--- config.mk ---
export PLATFORM = sky130hd
export DESIGN_NAME = fpu_dispatch
export DESIGN_NICKNAME = d
export VERILOG_FILES = /design/src/rtl/fpu_dispatch_pkg.sv /design/src/rtl/fpu_req_fifo.sv /design/src/rtl/fpu_dispatch.sv
export SDC_FILE = /design/constraint.sdc
export NUM_CORES = 1
export LEC_CHECK = 0
export CAP_MARGIN = 25
export CORE_MARGIN = 4
export CORE_UTILIZATION = 45
export CTS_CLUSTER_DIAMETER = 30
export DETAILED_ROUTE_END_ITERATION = 6
export PLACE_DENSITY = 0.67
export SLEW_MARGIN = 25
export SYNTH_ARGS = -nofsm -noshare
export SYNTH_HDL_FRONTEND = slang
export SYNTH_SLANG_ARGS = --single-unit
--- constraint.sdc ---
create_clock -name clk_i -period 4.2 [get_ports clk_i]
set_clock_uncertainty 0.1 [all_clocks]
set_input_delay 0.84 -clock clk_i [delete_from_list [all_inputs] [get_ports clk_i]]
set_output_delay 0.84 -clock clk_i [all_outputs]
set_load 0.01 [all_outputs]
--- src/rtl/fpu_dispatch_pkg.sv ---
// Shared types and defaults for the fpu_core request dispatcher.
package fpu_dispatch_pkg;

  localparam int unsigned FPU_32               = 32;
  localparam int unsigned FPU_DISPATCH_DEPTH   = 4;
  localparam int unsigned FPU_DISPATCH_TIMEOUT = 64;
  localparam int unsigned OpW                  = 2;

  typedef enum logic [OpW-1:0] {
    OpAdd = 2'd0,
    OpSub = 2'd1,
    OpMul = 2'd2
  } operation_e;

  typedef enum logic [1:0] {
    DIdle,
    DIssue,
    DWait,
    DResp
  } dispatch_state_e;

  // Queue entry layout: {op, a, b, tag}
  function automatic int unsigned fifo_entry_w(input int unsigned width, input int unsigned tag_w);
    return OpW + 2 * width + tag_w;
  endfunction

endpackage

--- src/rtl/fpu_req_fifo.sv ---
// In-order request queue: registered storage and pointers, count/full/empty from registered state.
module fpu_req_fifo #(
  parameter int unsigned Depth = 4,
  parameter int unsigned Width = 8
) (
  input  logic                   clk_i,
  input  logic                   rst_ni,
  input  logic                   push_i,
  input  logic [Width-1:0]       wdata_i,
  input  logic                   pop_i,
  output logic [Width-1:0]       rdata_o,
  output logic [$clog2(Depth):0] count_o,
  output logic                   full_o,
  output logic                   empty_o
);

  localparam int unsigned PtrW = $clog2(Depth);
  localparam int unsigned CntW = PtrW + 1;

  logic [Width-1:0] mem_q [Depth];
  logic [PtrW-1:0]  wptr_q, wptr_d;
  logic [PtrW-1:0]  rptr_q, rptr_d;
  logic [CntW-1:0]  count_q, count_d;
  logic             do_push, do_pop;

  assign full_o  = (count_q == CntW'(Depth));
  assign empty_o = (count_q == '0);
  assign count_o = count_q;
  assign rdata_o = mem_q[rptr_q];

  assign do_push = push_i && !full_o;
  assign do_pop  = pop_i && !empty_o;

  // Depth is a power of two, so the pointers wrap by natural overflow.
  always_comb begin
    wptr_d  = wptr_q;
    rptr_d  = rptr_q;
    count_d = count_q;
    if (do_push) begin
      wptr_d = wptr_q + PtrW'(1);
    end
    if (do_pop) begin
      rptr_d = rptr_q + PtrW'(1);
    end
    unique case ({do_push, do_pop})
      2'b10:   count_d = count_q + CntW'(1);
      2'b01:   count_d = count_q - CntW'(1);
      default: count_d = count_q;
    endcase
  end

  always_ff @(posedge clk_i or negedge rst_ni) begin
    if (!rst_ni) begin
      wptr_q  <= '0;
      rptr_q  <= '0;
      count_q <= '0;
    end else begin
      wptr_q  <= wptr_d;
      rptr_q  <= rptr_d;
      count_q <= count_d;
    end
  end

  always_ff @(posedge clk_i or negedge rst_ni) begin
    if (!rst_ni) begin
      for (int i = 0; i < Depth; i++) begin
        mem_q[i] <= '0;
      end
    end else if (do_push) begin
      mem_q[wptr_q] <= wdata_i;
    end
  end

endmodule

--- src/rtl/fpu_dispatch.sv ---
// Queues tagged FP requests and runs them one at a time through fpu_core's start/busy port.
// Define FPU_DISPATCH_TIMEOUT_EN to add a watchdog that aborts a stuck D_WAIT with rsp_err.
module fpu_dispatch
  import fpu_dispatch_pkg::*;
#(
  parameter int unsigned WIDTH   = FPU_32,
  parameter int unsigned DEPTH   = FPU_DISPATCH_DEPTH,
  parameter int unsigned TAG_W   = 5,
  parameter int unsigned TIMEOUT = FPU_DISPATCH_TIMEOUT
) (
  input  logic                   clk_i,
  input  logic                   rst_ni,
  input  logic                   req_valid_i,
  output logic                   req_ready_o,
  input  operation_e             req_op_i,
  input  logic [WIDTH-1:0]       req_a_i,
  input  logic [WIDTH-1:0]       req_b_i,
  input  logic [TAG_W-1:0]       req_tag_i,
  output logic                   fpu_start_o,
  output operation_e             fpu_op_o,
  output logic [WIDTH-1:0]       fpu_a_o,
  output logic [WIDTH-1:0]       fpu_b_o,
  input  logic                   fpu_busy_i,
  input  logic [WIDTH-1:0]       fpu_result_i,
  output logic                   rsp_valid_o,
  input  logic                   rsp_ready_i,
  output logic [TAG_W-1:0]       rsp_tag_o,
  output logic [WIDTH-1:0]       rsp_result_o,
  output logic                   rsp_err_o,
  output logic [$clog2(DEPTH):0] count_o
);

  localparam int unsigned EntryW = fifo_entry_w(WIDTH, TAG_W);

  if (DEPTH < 2 || (DEPTH & (DEPTH - 1)) != 0) begin : gen_depth_check
    $error("fpu_dispatch: DEPTH must be a power of 2 and at least 2");
  end
  if (TIMEOUT == 0) begin : gen_timeout_check
    $error("fpu_dispatch: TIMEOUT must be non-zero");
  end

  // Queue
  logic [EntryW-1:0] fifo_wdata, fifo_rdata;
  logic              fifo_push, fifo_pop, fifo_full, fifo_empty;
  logic [OpW-1:0]    head_op;
  logic [WIDTH-1:0]  head_a, head_b;
  logic [TAG_W-1:0]  head_tag;

  assign req_ready_o = !fifo_full;
  assign fifo_push   = req_valid_i && req_ready_o;
  assign fifo_wdata  = {req_op_i, req_a_i, req_b_i, req_tag_i};
  assign {head_op, head_a, head_b, head_tag} = fifo_rdata;

  fpu_req_fifo #(
    .Depth (DEPTH),
    .Width (EntryW)
  ) u_req_fifo (
    .clk_i   (clk_i),
    .rst_ni  (rst_ni),
    .push_i  (fifo_push),
    .wdata_i (fifo_wdata),
    .pop_i   (fifo_pop),
    .rdata_o (fifo_rdata),
    .count_o (count_o),
    .full_o  (fifo_full),
    .empty_o (fifo_empty)
  );

  // Dispatch FSM
  dispatch_state_e  state_q, state_d;
  logic             fpu_start_q, fpu_start_d;
  operation_e       fpu_op_q, fpu_op_d;
  logic [WIDTH-1:0] fpu_a_q, fpu_a_d;
  logic [WIDTH-1:0] fpu_b_q, fpu_b_d;
  logic [TAG_W-1:0] tag_q, tag_d;
  logic             rsp_valid_q, rsp_valid_d;
  logic [TAG_W-1:0] rsp_tag_q, rsp_tag_d;
  logic [WIDTH-1:0] rsp_result_q, rsp_result_d;

`ifdef FPU_DISPATCH_TIMEOUT_EN
  localparam int unsigned WdogW = $clog2(TIMEOUT + 1);
  logic [WdogW-1:0] wdog_q, wdog_d;
  logic             rsp_err_q, rsp_err_d;
`endif

  always_comb begin
    state_d      = state_q;
    fpu_start_d  = 1'b0;
    fpu_op_d     = fpu_op_q;
    fpu_a_d      = fpu_a_q;
    fpu_b_d      = fpu_b_q;
    tag_d        = tag_q;
    rsp_valid_d  = rsp_valid_q;
    rsp_tag_d    = rsp_tag_q;
    rsp_result_d = rsp_result_q;
    fifo_pop     = 1'b0;
`ifdef FPU_DISPATCH_TIMEOUT_EN
    wdog_d       = wdog_q;
    rsp_err_d    = rsp_err_q;
`endif
    unique case (state_q)
      DIdle: begin
        if (!fifo_empty && !fpu_busy_i) begin
          fifo_pop    = 1'b1;
          fpu_op_d    = operation_e'(head_op);
          fpu_a_d     = head_a;
          fpu_b_d     = head_b;
          tag_d       = head_tag;
          fpu_start_d = 1'b1;
          state_d     = DIssue;
        end
      end
      // Busy here is the core reacting to our own start pulse, so it is not sampled.
      DIssue: begin
        state_d = DWait;
`ifdef FPU_DISPATCH_TIMEOUT_EN
        wdog_d  = '0;
`endif
      end
      DWait: begin
        if (!fpu_busy_i) begin
          rsp_valid_d  = 1'b1;
          rsp_tag_d    = tag_q;
          rsp_result_d = fpu_result_i;
          state_d      = DResp;
`ifdef FPU_DISPATCH_TIMEOUT_EN
          rsp_err_d    = 1'b0;
        end else if (wdog_q == WdogW'(TIMEOUT - 1)) begin
          rsp_valid_d  = 1'b1;
          rsp_tag_d    = tag_q;
          rsp_result_d = '0;
          rsp_err_d    = 1'b1;
          state_d      = DResp;
        end else begin
          wdog_d = wdog_q + WdogW'(1);
`endif
        end
      end
      DResp: begin
        if (rsp_ready_i) begin
          rsp_valid_d = 1'b0;
          state_d     = DIdle;
        end
      end
      default: state_d = DIdle;
    endcase
  end

  always_ff @(posedge clk_i or negedge rst_ni) begin
    if (!rst_ni) begin
      state_q      <= DIdle;
      fpu_start_q  <= 1'b0;
      fpu_op_q     <= OpAdd;
      fpu_a_q      <= '0;
      fpu_b_q      <= '0;
      tag_q        <= '0;
      rsp_valid_q  <= 1'b0;
      rsp_tag_q    <= '0;
      rsp_result_q <= '0;
    end else begin
      state_q      <= state_d;
      fpu_start_q  <= fpu_start_d;
      fpu_op_q     <= fpu_op_d;
      fpu_a_q      <= fpu_a_d;
      fpu_b_q      <= fpu_b_d;
      tag_q        <= tag_d;
      rsp_valid_q  <= rsp_valid_d;
      rsp_tag_q    <= rsp_tag_d;
      rsp_result_q <= rsp_result_d;
    end
  end

`ifdef FPU_DISPATCH_TIMEOUT_EN
  always_ff @(posedge clk_i or negedge rst_ni) begin
    if (!rst_ni) begin
      wdog_q    <= '0;
      rsp_err_q <= 1'b0;
    end else begin
      wdog_q    <= wdog_d;
      rsp_err_q <= rsp_err_d;
    end
  end

  assign rsp_err_o = rsp_err_q;
`else
  assign rsp_err_o = 1'b0;
`endif

  assign fpu_start_o  = fpu_start_q;
  assign fpu_op_o     = fpu_op_q;
  assign fpu_a_o      = fpu_a_q;
  assign fpu_b_o      = fpu_b_q;
  assign rsp_valid_o  = rsp_valid_q;
  assign rsp_tag_o    = rsp_tag_q;
  assign rsp_result_o = rsp_result_q;

endmodule

==> results.json <==
{
  "synth_cell_types": 28,
  "cts_hold_buf": 0,
  "total_power_mw": 20.78,
  "fmax_mhz": 318.3,
  "tightest_slew_ns": 0.8568,
  "yosysSeqAreaShare": 0.5931,
  "worstPathRequired_ns": 3.26,
  "cp_max_fo": 6,
  "grt_max_degree": 101,
  "synthTopCellsByArea": "dfrtp_1 59%, mux2_2 24%, mux4_2 9.4%",
  "p_leak_nw": 9.670,
  "status": "finished, final reports clean",
  "drt-pass1-iter-count": 4,
  "core_sq_um": 36960,
  "vias": 9481,
  "grt_antenna_before_repair": 2,
  "io_pins": 218,
  "period_needed_ns": 3.142,
  "area_growth_pct": 34.47,
  "worstPathCellList": "or3b_1, clkdlybuf4s50_1",
  "die_area_sq_um": 40960,
  "synth_cells": 974,
  "p_per_area_nw_per_um2": 908.8,
  "postSynth.asyncResetShare": 1.000,
  "postCtsSetupRepairBufs": 0,
  "finalHoldViolCount": 0,
  "drc": 0,
  "fp.dieH_um": 202.4,
  "hpwl_um": 22650,
  "synth_edf_count": 0,
  "cp-start-kind": "flip-flop",
  "critPathMaxStageDelay_ns": 0.60,
  "syn_area_sq_um": 17000,
  "clk_latency_ns": 0.59,
  "crit_type": "flip-flop to output port",
  "rsz0062_at_grt": "false",
  "fin_crit_sh": 0.7481,
  "cts.path.max_buffers": 3,
  "cts_resized": 0,
  "gr-total-overflow": 0,
  "numCtsBuffers": 91,
  "routed_via_density": 5.184,
  "start_util": 0.4600,
  "cts_tree": "yes",
  "die_w_um": 202.4,
  "slowest_stage": "or3b_1",
  "drive_gt1_frac": 0.4754,
  "drtIter0Drc": 313,
  "yosys.area.top_type": "dfrtp_1",
  "io_buffer_count": 216,
  "worstSetupStartpoint": "u_req_fifo.count_o[1]",
  "detail-route-antenna-nets": 0,
  "end_kind": "output port",
  "ir_drop_v": 0.0005242,
  "wl_per_cell_um": 20.59,
  "timing.setup.tns_ns": 0,
  "yosysWarnings": 0,
  "r2r_start": "u_req_fifo.count_o[1]",
  "ys_ff_latch": 403,
  "yosysMostFrequentCell": "dfrtp_1",
  "fin_hold_ws_ns": 0.2173,
  "synth_top_area_frac": 0.5931,
  "clk_pin_slew_ns": 0.05,
  "routed_wl_um": 37660,
  "synth_flop_cell": "dfrtp_1",
  "num_rows": 70,
  "setup-violations-final": 0,
  "maxCapViolCount": 0,
  "cts.sinks": 403,
  "synth_nets": 1092,
  "hp-class": "input port to async pin",
  "drv_slew": 0,
  "cts-htree-levels": 3,
  "clockRootBuffer": "clkbuf_16",
  "grtUsageTotal": 0.1881,
  "avgSynthCellArea_sq_um": 17.46,
  "worstPathArrival_ns": 2.20,
  "layout.nets": 1365,
  "grt_pass1_vias": 10740,
  "relSlewSlack": 0.4288,
  "grt_pass1_wl_um": 61090,
  "synth_common_cells": "403 x dfrtp_1, 368 x mux2_2, 71 x mux4_2",
  "place.gp.congestion": 0.7343
}
## cell usage in the layout (no fill, tap or decap), types with 3 or more instances in the layout
master           instances
buf_12                  10
buf_4                   13
bufinv_16               14
clkbuf_1                11
clkbuf_16               93
clkbuf_8                12
clkdlybuf4s50_1        215
clkinv_2                23
clkinvlp_4              11
dfrtp_1                401
ha_1                     9
inv_1                    9
mux2_1                  26
mux2_2                 368
mux4_2                  71
nand3_4                  4
nor2_1                   3
xor2_1                   4
## final timing paths
path / endpoint / slack [ns] / cells past startpoint
setup / recovery: req_ready_o / 1.06 / 2
hold / removal: u_req_fifo.mem_q[118] / 0.22 / 1
setup reg to reg: u_req_fifo.count_o[2] / 1.73 / 8
hold reg to reg: u_req_fifo.mem_q[97] / 0.39 / 1
max in group asynchronous: rsp_result_o[16] / 2.67 / 2
min in group clk_i: u_req_fifo.mem_q[97] / 0.39 / 1
## layer usage
layer,vias to the layer above,GRT usage,wire (um)
li1,4183,-,-
met1,5063,0.2399,16210
met2,170,0.3179,19190
met3,63,0.04701,1468
met4,2,0.06086,785
met5,-,0,13
## power breakdown
group          internal [mW]  switching [mW]  leakage [nW]
combinational           4.14            2.30          3.31
clock                   5.10            2.18          1.57
sequential              5.91            1.15          4.79
## final cells by class
| class | instances | area [sq um] |
|---|---|---|
| inverters | 9 | 33.78 |
| repair buffers | 239 | 2465 |
| multi-input cells | 503 | 6415 |
| well taps | 504 | 630.6 |
| clock inverters | 53 | 688.2 |
| flip-flops and latches | 403 | 10090 |
| fillers | 2783 | 14100 |
| clock buffers | 116 | 2534 |
| diodes | 2 | 5.005 |
## worst max-delay path, delay by kind of cell (launching register included)
| family | cells | cell delay [ns] |
|---|---|---|
| simple gates | 1 | 0.60 |
| buf+inv | 1 | 0.59 |
| flops | 1 | 0.41 |
## state kept, by name, indices dropped and copies added, names as in the netlist
register,cells
u_req_fifo.mem_q,284
rsp_tag_o,5
u_req_fifo.count_o,3
rsp_result_o,32
fpu_op_o,2
fpu_b_o,32
rsp_valid_o,1
state_q,2
u_req_fifo.rptr_q,2
tag_q,5
u_req_fifo.wptr_q,2
fpu_a_o,32
fpu_start_o,1
## cell families after synthesis
kind of cell             count (synthesis)  share of synthesized area
AND/OR/NAND/NOR                         15                   0.007874
flip-flops                             403                     0.5931
XOR/XNOR                                 6                   0.003091
multiplexers                           466                     0.3556
buffers and inverters                   68                    0.03032
AO/OA/AOI/OAI                            5                   0.001987
adder cells (fa/ha/maj)                 10                   0.007801
other                                    1                  0.0002206
## stage by stage
stage          cell area (sq um)  utilization  setup WS, ns  std cells
2_1_floorplan              17000            -         1.651        974
3_3_place_gp               19640       0.5313         1.220       1658
3_5_place_dp               19640       0.5313         1.207       1658
4_1_cts                    22860       0.6185         1.010       1827
5_1_grt                    22860       0.6185        0.9909       1828
6_report                   22860       0.6186         1.058       1829
(Power assumes the default switching activity.)
